===== config.mk =====
export PLATFORM = sky130hd
export DESIGN_NAME = adder_share_ctrl_flat
export DESIGN_NICKNAME = d
export VERILOG_FILES = /design/src/rtl/adder_share_ctrl_pkg.sv /design/src/rtl/adder_share_ctrl_if.sv /design/src/rtl/adder_share_ctrl_rr_picker.sv /design/src/rtl/adder_share_ctrl.sv /design/src/flat_wrapper.sv
export SDC_FILE = /design/constraint.sdc
export NUM_CORES = 1
export LEC_CHECK = 0
export BUFFER_PORTS_ARGS = -buffer_cell sky130_fd_sc_hd__buf_2
export CORE_AREA = 10 10 82 84
export CTS_CLUSTER_SIZE = 8
export DETAILED_ROUTE_END_ITERATION = 7
export DIE_AREA = 0 0 92 94
export MAX_ROUTING_LAYER = met4
export PLACE_DENSITY = 0.78
export SLEW_MARGIN = 20
export SYNTH_ARGS = -nofsm -noshare
export SYNTH_HDL_FRONTEND = slang
export SYNTH_SLANG_ARGS = --single-unit

===== constraint.sdc =====
create_clock -name clock -period 2.3 [get_ports clock]
set_clock_uncertainty 0.2 [all_clocks]
set_input_delay 0.115 -clock clock [delete_from_list [all_inputs] [get_ports clock]]
set_output_delay 0.115 -clock clock [all_outputs]
set_load 0.05 [all_outputs]

===== src/rtl/adder_share_ctrl_pkg.sv =====
// nrisc_pkg: shared FSM encoding, default datapath width and requester IDs for the nRisc core.
package nrisc_pkg;
  localparam int WIDTH = 8;
  localparam int ID_PC = 0;
  localparam int ID_BR = 1;
  localparam int ID_ALU = 2;
  typedef enum logic [1:0] {IDLE = 2'd0, EXEC = 2'd1, RESP = 2'd2} state_t;
endpackage


===== src/rtl/adder_share_ctrl_if.sv =====
// adder_share_ctrl_if: requester operand handshake and result response bundle for the shared adder.
interface adder_share_ctrl_if #(
  parameter int WIDTH = 8,
  parameter int NREQ = 3,
  parameter int IDW = 2
);
  logic [NREQ-1:0] req_valid;
  logic [NREQ-1:0] req_ready;
  logic [NREQ-1:0] req_sub;
  logic [NREQ*WIDTH-1:0] req_a;
  logic [NREQ*WIDTH-1:0] req_b;
  logic resp_valid;
  logic resp_ready;
  logic [IDW-1:0] resp_id;
  logic [WIDTH-1:0] resp_sum;
  logic resp_carry;
  logic resp_ovf;
  modport master (
    output req_valid, req_sub, req_a, req_b, resp_ready,
    input req_ready, resp_valid, resp_id, resp_sum, resp_carry, resp_ovf
  );
  modport slave (
    input req_valid, req_sub, req_a, req_b, resp_ready,
    output req_ready, resp_valid, resp_id, resp_sum, resp_carry, resp_ovf
  );
endinterface


===== src/rtl/adder_share_ctrl_rr_picker.sv =====
// rr_picker: combinational round-robin pick, searching upward from ptr and wrapping at NREQ.
module rr_picker #(
  parameter int NREQ = 3,
  parameter int IDW = 2
) (
  input logic [NREQ-1:0] valid,
  input logic [IDW-1:0] ptr,
  output logic [NREQ-1:0] grant,
  output logic [IDW-1:0] grant_id
);
  logic [IDW-1:0] idx [NREQ];
  logic found;
  for (genvar k = 0; k < NREQ; k++) begin : g_idx
    assign idx[k] = IDW'((int'(ptr) + k) % NREQ);
  end
  always_comb begin
    grant = '0;
    grant_id = '0;
    found = 1'b0;
    for (int k = 0; k < NREQ; k++) begin
      if (!found && valid[idx[k]]) begin
        found = 1'b1;
        grant_id = idx[k];
        grant[idx[k]] = 1'b1;
      end
    end
  end
endmodule


===== src/rtl/adder_share_ctrl.sv =====
// adder_share_ctrl: time-shares one registered adder among NREQ requesters via an IDLE/EXEC/RESP cycle.
module adder_share_ctrl #(
  parameter int WIDTH = nrisc_pkg::WIDTH,
  parameter int NREQ = 3,
  parameter int IDW = 2
) (
  input logic clock,
  input logic reset_n,
  adder_share_ctrl_if.slave bus
);
  import nrisc_pkg::*;
  state_t state, state_nx;
  logic [IDW-1:0] ptr, gid, op_id, res_id;
  logic [NREQ-1:0] grant;
  logic [WIDTH-1:0] op_a, op_b, eff_b, res_sum;
  logic [WIDTH:0] sum;
  logic op_sub, res_carry, res_ovf, hs, acc;
  rr_picker #(.NREQ(NREQ), .IDW(IDW)) u_pick (
    .valid(bus.req_valid),
    .ptr(ptr),
    .grant(grant),
    .grant_id(gid)
  );
  assign hs = state == IDLE && |bus.req_valid;
  assign acc = state == RESP && bus.resp_ready;
  // subtract is A + ~B + 1; carry-out of 1 then means no borrow
  assign eff_b = op_sub ? ~op_b : op_b;
  assign sum = {1'b0, op_a} + {1'b0, eff_b} + {{WIDTH{1'b0}}, op_sub};
  always_comb begin
    state_nx = state;
    state_nx = state == IDLE ? (hs ? EXEC : IDLE) : state == EXEC ? RESP : (acc ? IDLE : RESP);
    bus.req_ready = state == IDLE ? grant : '0;
    bus.resp_valid = state == RESP;
  end
  assign bus.resp_id = res_id;
  assign bus.resp_sum = res_sum;
  assign bus.resp_carry = res_carry;
  assign bus.resp_ovf = res_ovf;
  always_ff @(posedge clock or negedge reset_n) begin
    if (!reset_n) begin
      state <= IDLE;
      ptr <= '0;
      op_a <= '0;
      op_b <= '0;
      op_sub <= 1'b0;
      op_id <= '0;
      res_sum <= '0;
      res_carry <= 1'b0;
      res_ovf <= 1'b0;
      res_id <= '0;
    end else begin
      state <= state_nx;
      if (hs) begin
        op_a <= bus.req_a[int'(gid)*WIDTH +: WIDTH];
        op_b <= bus.req_b[int'(gid)*WIDTH +: WIDTH];
        op_sub <= bus.req_sub[gid];
        op_id <= gid;
      end
      if (state == EXEC) begin
        res_sum <= sum[WIDTH-1:0];
        res_carry <= sum[WIDTH];
        res_ovf <= (op_a[WIDTH-1] == eff_b[WIDTH-1]) && (sum[WIDTH-1] != op_a[WIDTH-1]);
        res_id <= op_id;
      end
      // the requester just served drops to lowest priority
      if (acc) ptr <= IDW'((int'(res_id) + 1) % NREQ);
    end
  end
endmodule

===== src/flat_wrapper.sv =====
// flat-port wrapper written by rule: the top's interface ports become plain ports
module adder_share_ctrl_flat import nrisc_pkg::*;
#(
  parameter int WIDTH = nrisc_pkg::WIDTH,
  parameter int NREQ = 3,
  parameter int IDW = 2
)
  (clock, reset_n, bus_req_valid, bus_req_sub, bus_req_a, bus_req_b, bus_resp_ready, bus_req_ready, bus_resp_valid, bus_resp_id, bus_resp_sum, bus_resp_carry, bus_resp_ovf);
  adder_share_ctrl_if #(.WIDTH(WIDTH), .NREQ(NREQ), .IDW(IDW)) bus_i ();
  input logic clock;
  input logic reset_n;
  input wire logic [$bits(bus_i.req_valid)-1:0] bus_req_valid;
  input wire logic [$bits(bus_i.req_sub)-1:0] bus_req_sub;
  input wire logic [$bits(bus_i.req_a)-1:0] bus_req_a;
  input wire logic [$bits(bus_i.req_b)-1:0] bus_req_b;
  input wire logic [$bits(bus_i.resp_ready)-1:0] bus_resp_ready;
  output wire logic [$bits(bus_i.req_ready)-1:0] bus_req_ready;
  output wire logic [$bits(bus_i.resp_valid)-1:0] bus_resp_valid;
  output wire logic [$bits(bus_i.resp_id)-1:0] bus_resp_id;
  output wire logic [$bits(bus_i.resp_sum)-1:0] bus_resp_sum;
  output wire logic [$bits(bus_i.resp_carry)-1:0] bus_resp_carry;
  output wire logic [$bits(bus_i.resp_ovf)-1:0] bus_resp_ovf;
  assign bus_i.req_valid = bus_req_valid;
  assign bus_i.req_sub = bus_req_sub;
  assign bus_i.req_a = bus_req_a;
  assign bus_i.req_b = bus_req_b;
  assign bus_i.resp_ready = bus_resp_ready;
  assign bus_req_ready = bus_i.req_ready;
  assign bus_resp_valid = bus_i.resp_valid;
  assign bus_resp_id = bus_i.resp_id;
  assign bus_resp_sum = bus_i.resp_sum;
  assign bus_resp_carry = bus_i.resp_carry;
  assign bus_resp_ovf = bus_i.resp_ovf;
  adder_share_ctrl #(.WIDTH(WIDTH), .NREQ(NREQ), .IDW(IDW)) u_core (.clock(clock), .reset_n(reset_n), .bus(bus_i));
endmodule

==> run summary, run 1 <==
Mapped Nets: 295
Final nets: 436
Worst path most repeated cell: buf_6
gr usage total: 0.1761
Syn Std Cell Area: 2285 sq um
site row count: 26
Placed Instances: 368
largest net degree at the start of global routing: 36
CP endpoint kind: primary output
die height: 94 microns
ANT cells: 0
clock-pin slew of the registers on the worst-case setup and hold paths: 0.07 ns
Seq/Total Area, Yosys: 0.3834
Worst EP required: 1.99 ns
Post-Synthesis Cells: 224
worst reg-to-reg setup slack: 0.04 ns
Wirelength per Cell: 16.95 microns
RSZ-0062 raised after global routing: true
CP max stage delay: 0.42 ns
Min-Delay Path Depth: 3
min cycle time layout: 2.459 ns
commonest non-fill, non-tap cell in the layout: buf_2
first-pass GRT wire length: 12300 microns
top cell type's share of synthesized area: 0.3834
Slew headroom: 0.3855
DRT Wirelength: 7390 microns
FF-to-FF Start: u_core.ptr[1]
Slew @ Worst Pin: 0.9217 ns
Setup TNS Final: -0.2894 ns
num ports: 73
status: finished with violations
Max Clk Rate: 406.7 MHz
Final Core Density: 0.7295
Final WS setup: -0.1590 ns
CP Launch Type: flip-flop
Routed Antenna Nets: 0
die area: 8648 sq um
TritonCTS clock tree: yes
area added between synthesis and finish: 62.05%
DP Worst Slack: -0.07010 ns
initial antenna violation count: 0
Max Slew Vio Count: 0
Critical Path Start: u_core.ptr[0]
failing checks: negative setup slack
Vias per Instance: 5.163
CP Class: reg2out
most frequent cells in the layout: buf_2 (69), dlygate4sd3_1 (53), dfrtp_1 (32), mux2i_1 (17), a22oi_1 (17)
Pleak: 1.767 nW
Max VDD drop: 0.7232 mV
crit share post-route: 1.069
clock latency reported for the late side of the worst-skew pair: 0.28 ns
# setup viols final: 3
DR vias: 2251
Avg Cell Area, Syn: 10.20 sq um
FF+latch count, synth: 35
CTS Buffer Depth: 2
pwr dens: 1671 nW/um^2
CP cell instances: inv_2 > ha_4 > buf_6 > nand2_4 > a21o_1 > o21ai_2 > a221oi_4 > a2111oi_4 > buf_6
Pre-antenna DRT Iters: 5
Critical Path AT: 2.14 ns
GRT overflow: 0
hold_sp: bus_req_valid[2]
crit-path max FO: 6
Root Driver: clkbuf_8
Die Width: 92 microns
# fillers: 350
1st-iter DRT viols: 118
Final Wtd Congestion: 0.8576
total power: 6.188 mW
Final Hold Fails: 0
Initial Util: 0.4502
Crit Reg-Reg Endpoint: u_core.op_sub
drc violations: 0
yosys warns: 0
# H-tree levels: 2
Reg2Reg Depth: 9
max_cap viols: 0
slowest CP cell: dfrtp_2
CORE AREA: 5075 sq um
layout cells sized above 1: 0.3962
cts bufs inserted: 5
Post-Layout Cell Count: 436
Area contributors post-synth: dfrtp_1 (38%), mux2i_1 (7.9%), ha_1 (7.1%)
post-DP HPWL: 4554 microns
CTS Sinks: 35
area leader, netlist: dfrtp_1
Unique masters post-synth: 49
Hold EP: u_core.state[0]
number of I/O port buffers: 72
vias in the first global route: 2464
worst min path class: in2reg
worst max path at each step:
stage | cells past startpoint | slack (ns) | to
5_1_grt | 9 | -0.23 | bus_req_ready[0]
3_3_place_gp | 9 | -0.05 | u_core.op_sub
6_report | 9 | -0.16 | bus_req_ready[0]
4_1_cts | 10 | -0.10 | bus_req_ready[0]
2_1_floorplan | 8 | -0.14 | bus_req_ready[1]
3_5_place_dp | 9 | -0.07 | u_core.op_sub
power breakdown:
group          switching, mW  leakage (nW)  total, mW  internal, mW
combinational           2.37          1.27       4.28          1.92
sequential             0.325         0.430       1.25         0.927
clock                  0.221        0.0644      0.653         0.432
total                   2.91          1.77       6.19          3.27
sequential cells by signal (all words and copies together), names as in the netlist:
signal and cells:
u_core.op_id 2, u_core.bus.resp_ovf 1, u_core.bus.resp_id 2, u_core.op_sub 1, u_core.ptr 2, u_core.op_b 8
u_core.bus.resp_sum 8, u_core.state 2, u_core.op_a 8, u_core.bus.resp_carry 1
cells in the mapped netlist, drive strengths merged:
library cell / number
o21a: 1
o31a: 1
a221oi: 1
a21oi: 8
a22oi: 18
o31ai: 5
a2111o: 1
fa: 1
a211oi: 2
nand4: 1
a21o: 5
mux2: 4
a2111oi: 2
o21ai: 31
a2bb2o: 1
a2bb2oi: 1
dlygate4sd1: 2
nand2b: 5
a31oi: 1
o2111ai: 1
and2b: 1
nor4: 1
inv: 11
nand2: 18
buf: 6
dfrtp: 35
clkbuf: 3
nor2: 6
nor3b: 1
xor2: 9
mux2i: 18
o211ai: 1
ha: 13
or2: 1
xnor2: 5
nor2b: 3
critical path, delay by kind of cell, from the launching register on:
kind                     cells  cell delay, ns
adder cells (fa/ha/maj)      1            0.28
AO/OA/AOI/OAI                4            0.67
buffers and inverters        3            0.41
flip-flops                   1            0.42
AND/OR/NAND/NOR              1            0.07
logic make-up after synthesis:
group | after synthesis | synth area share
adder cells (fa/ha/maj) | 14 | 0.07996
XOR/XNOR | 14 | 0.05367
multiplexers | 22 | 0.09857
AO/OA/AOI/OAI | 80 | 0.2410
AND/OR/NAND/NOR | 37 | 0.08380
flip-flops | 35 | 0.3834
buffers and inverters | 22 | 0.05969
layout make-up:
cell class	instances	area, sq um	area share
clock buffer	5	68.82	0.01859
tap	70	87.58	0.02366
clock inverter	3	67.56	0.01825
timing repair buffer	145	1092	0.2950
sequential	35	879.6	0.2376
inverter	11	41.29	0.01115
multi-input combinational	167	1465	0.3957
per-layer routing:
layer  global-route usage  share of wire  up-vias
li1                     -              -     1100
met1               0.1980           0.40     1077
met2               0.3141           0.54       68
met3              0.03837          0.053        6
met4              0.03599         0.0057        0
met5                    -              0        -
metrics by stage:
stage	hold WS, ns	area (sq um)
floorplan	-0.3806	2336
global placement	0.02559	2820
detailed placement	0.03137	2820
CTS	0.1619	3643
global route	0.2458	3702
finish	0.2073	3702
what timing repair did:
| action | in CTS | in global routing |
|---|---|---|
| pin swaps | 7 | 8 |
| gates resized for setup | 27 | 17 |
| setup endpoints to repair | 22 | 25 |
| hold endpoints to repair | 53 | 0 |
| hold buffers | 53 | 0 |
| setup buffers | 6 | 1 |
No activity file was read; power rests on OpenSTA's default activity.
==> run 2, diff against run 1 <==
--- a/constraint.sdc
+++ b/constraint.sdc
@@ -4,2 +4,2 @@
 set_output_delay 0.115 -clock clock [all_outputs]
-set_load 0.05 [all_outputs]
+set_load 0.1 [all_outputs]
==> run 2 against run 1 <==
The flow still finishes with violations (negative setup slack). Via count up 12%. Register-to-register slack lost 0.28 ns. Worst hold slack worse by 0.061 ns. Sequential cell count unchanged. Non-clock buffer count up 15. Clock-buffer cell count grew 1. Final cell count increased by 3.2%. Sequential share of layout area decreased by 1.2 points. Core utilization up 3.8 points. Critical path type unchanged. Highest routed layer unchanged.
==> run summary, run 2 (synthesis results as in run 1) <==
status: finished with violations
failing checks: negative setup slack
Vias per Instance: 5.618 (+8.8%)
Reg2Reg Depth: 11 (+2)
layout cells sized above 1: 0.4526 (+0.05646)
worst min path class: in2reg
clock latency reported for the late side of the worst-skew pair: 0.29 ns (about the same)
Wirelength per Cell: 20.57 microns (+21%)
DRT Wirelength: 9257 microns (+25%)
initial antenna violation count: 0 (unchanged)
# H-tree levels: 2 (unchanged)
GRT overflow: 0 (unchanged)
DP Worst Slack: 0.005911 ns (+0.07601 ns)
ANT cells: 0 (unchanged)
clock-pin slew of the registers on the worst-case setup and hold paths: 0.07 ns (about the same)
number of I/O port buffers: 72 (unchanged)
Post-Layout Cell Count: 450 (+3.2%)
hold_sp: bus_req_valid[1]
Critical Path AT: 2.27 ns (+0.13 ns)
max_cap viols: 0 (unchanged)
Initial Util: 0.4502 (unchanged)
Routed Antenna Nets: 0 (unchanged)
crit share post-route: 1.122 (+0.05285)
most frequent cells in the layout: buf_2 (69), dlygate4sd3_1 (53), dfrtp_1 (33), buf_4 (28), o21ai_1 (20)
die height: 94 microns (unchanged)
Hold EP: u_core.state[0]
Pre-antenna DRT Iters: 5 (unchanged)
CORE AREA: 5075 sq um (unchanged)
FF-to-FF Start: u_core.ptr[1]
Final Core Density: 0.7678 (+0.03822)
CTS Buffer Depth: 2 (unchanged)
Max Slew Vio Count: 0 (unchanged)
RSZ-0062 raised after global routing: true
gr usage total: 0.1847 (+0.008653)
Placed Instances: 365 (-0.82%)
worst reg-to-reg setup slack: -0.24 ns (-0.28 ns)
min cycle time layout: 2.581 ns (+0.1215 ns)
CTS Sinks: 35 (unchanged)
area added between synthesis and finish: 70.54%
Die Width: 92 microns (unchanged)
die area: 8648 sq um (unchanged)
Slew headroom: 0.4759 (+0.09031)
vias in the first global route: 2505 (+1.7%)
# fillers: 285 (-19%)
drc violations: 0 (unchanged)
1st-iter DRT viols: 212 (+80%)
site row count: 26 (unchanged)
Final Wtd Congestion: 0.9264 (+8.0%)
Final nets: 451 (+3.4%)
Crit Reg-Reg Endpoint: u_core.op_a[7]
Slew @ Worst Pin: 0.7862 ns (-0.1355 ns)
largest net degree at the start of global routing: 36 (unchanged)
Final Hold Fails: 0 (unchanged)
DR vias: 2528 (+12%)
crit-path max FO: 6 (unchanged)
first-pass GRT wire length: 12730 microns (+3.5%)
num ports: 73 (unchanged)
TritonCTS clock tree: yes
commonest non-fill, non-tap cell in the layout: buf_2
cts bufs inserted: 5 (unchanged)
CP Launch Type: flip-flop
Min-Delay Path Depth: 3 (unchanged)
Root Driver: clkbuf_8
CP Class: reg2out
Worst EP required: 1.99 ns (about the same)
post-DP HPWL: 4491 microns (-1.4%)
# setup viols final: 24 (+21)
Max Clk Rate: 387.5 MHz (-4.7%)
Final WS setup: -0.2805 ns (-0.1215 ns)
CP endpoint kind: primary output
-- run 2: area by class of cell --
cell class / instances / area (sq um) / area share
Clock buffer: 6 / 82.58 / 0.02119
Clock inverter: 1 / 5.005 / 0.001285
Inverter: 11 / 48.80 / 0.01252
Multi-Input combinational cell: 167 / 1546 / 0.3969
Sequential cell: 35 / 878.3 / 0.2254
Tap cell: 70 / 87.58 / 0.02248
Timing Repair Buffer: 160 / 1247 / 0.3202
-- run 2: worst max path at each step --
stage,startpoint,endpoint,slack (ns)
4_1_cts,u_core.ptr[1],bus_req_ready[0],-0.20
5_1_grt,u_core.ptr[1],bus_req_ready[0],-0.37
3_5_place_dp,u_core.op_sub,u_core.bus.resp_sum[6],0.006
3_3_place_gp,u_core.ptr[1],bus_req_ready[2],0.09
2_1_floorplan,u_core.ptr[1],bus_req_ready[1],-0.47
6_report,u_core.ptr[1],bus_req_ready[1],-0.28
-- run 2: what timing repair did --
| item | 4_1_cts | 5_1_grt |
|---|---|---|
| cloned | 0 | 1 |
| setup endpoints to repair | 6 | 25 |
| buffers inserted | 11 | 14 |
| resized for setup | 24 | 37 |
| endpoints found under the hold margin | 53 | 0 |
| hold buffers | 53 | 0 |
| pin swaps | 4 | 16 |
-- run 2: metal layers --
| metal | vias to the layer above | share of wire | GRT usage |
|---|---|---|---|
| met5 | - | 0 | - |
| met4 | 0 | 0.043 | 0.05141 |
| met3 | 54 | 0.071 | 0.04157 |
| met2 | 148 | 0.52 | 0.3412 |
| met1 | 1194 | 0.37 | 0.1927 |
| li1 | 1132 | - | - |
-- run 2: stage by stage --
step	hold WS [ns]	instance area, sq um	setup TNS, ns
after global routing	0.1701	3896	-5.146
after floorplan	-0.3806	2367	-1.257
final	0.1458	3896	-3.582
after detailed placement	0.03333	2861	0
after CTS	0.08993	3623	-1.848
after global placement	0.02627	2861	0
-- run 2: critical path, cell delays in order (launching register included) --
cell and delay (ns):
dfrtp_1 0.41, buf_6 0.13, ha_4 0.17, buf_4 0.16, nand2b_4 0.08, o2111ai_4 0.13
o21ai_2 0.19, a211oi_2 0.11, a2111oi_4 0.36, buf_12 0.22
Power of run 2 is not shown: default switching activity piles up to over one toggle a cycle in this logic, so the estimate is an artifact.
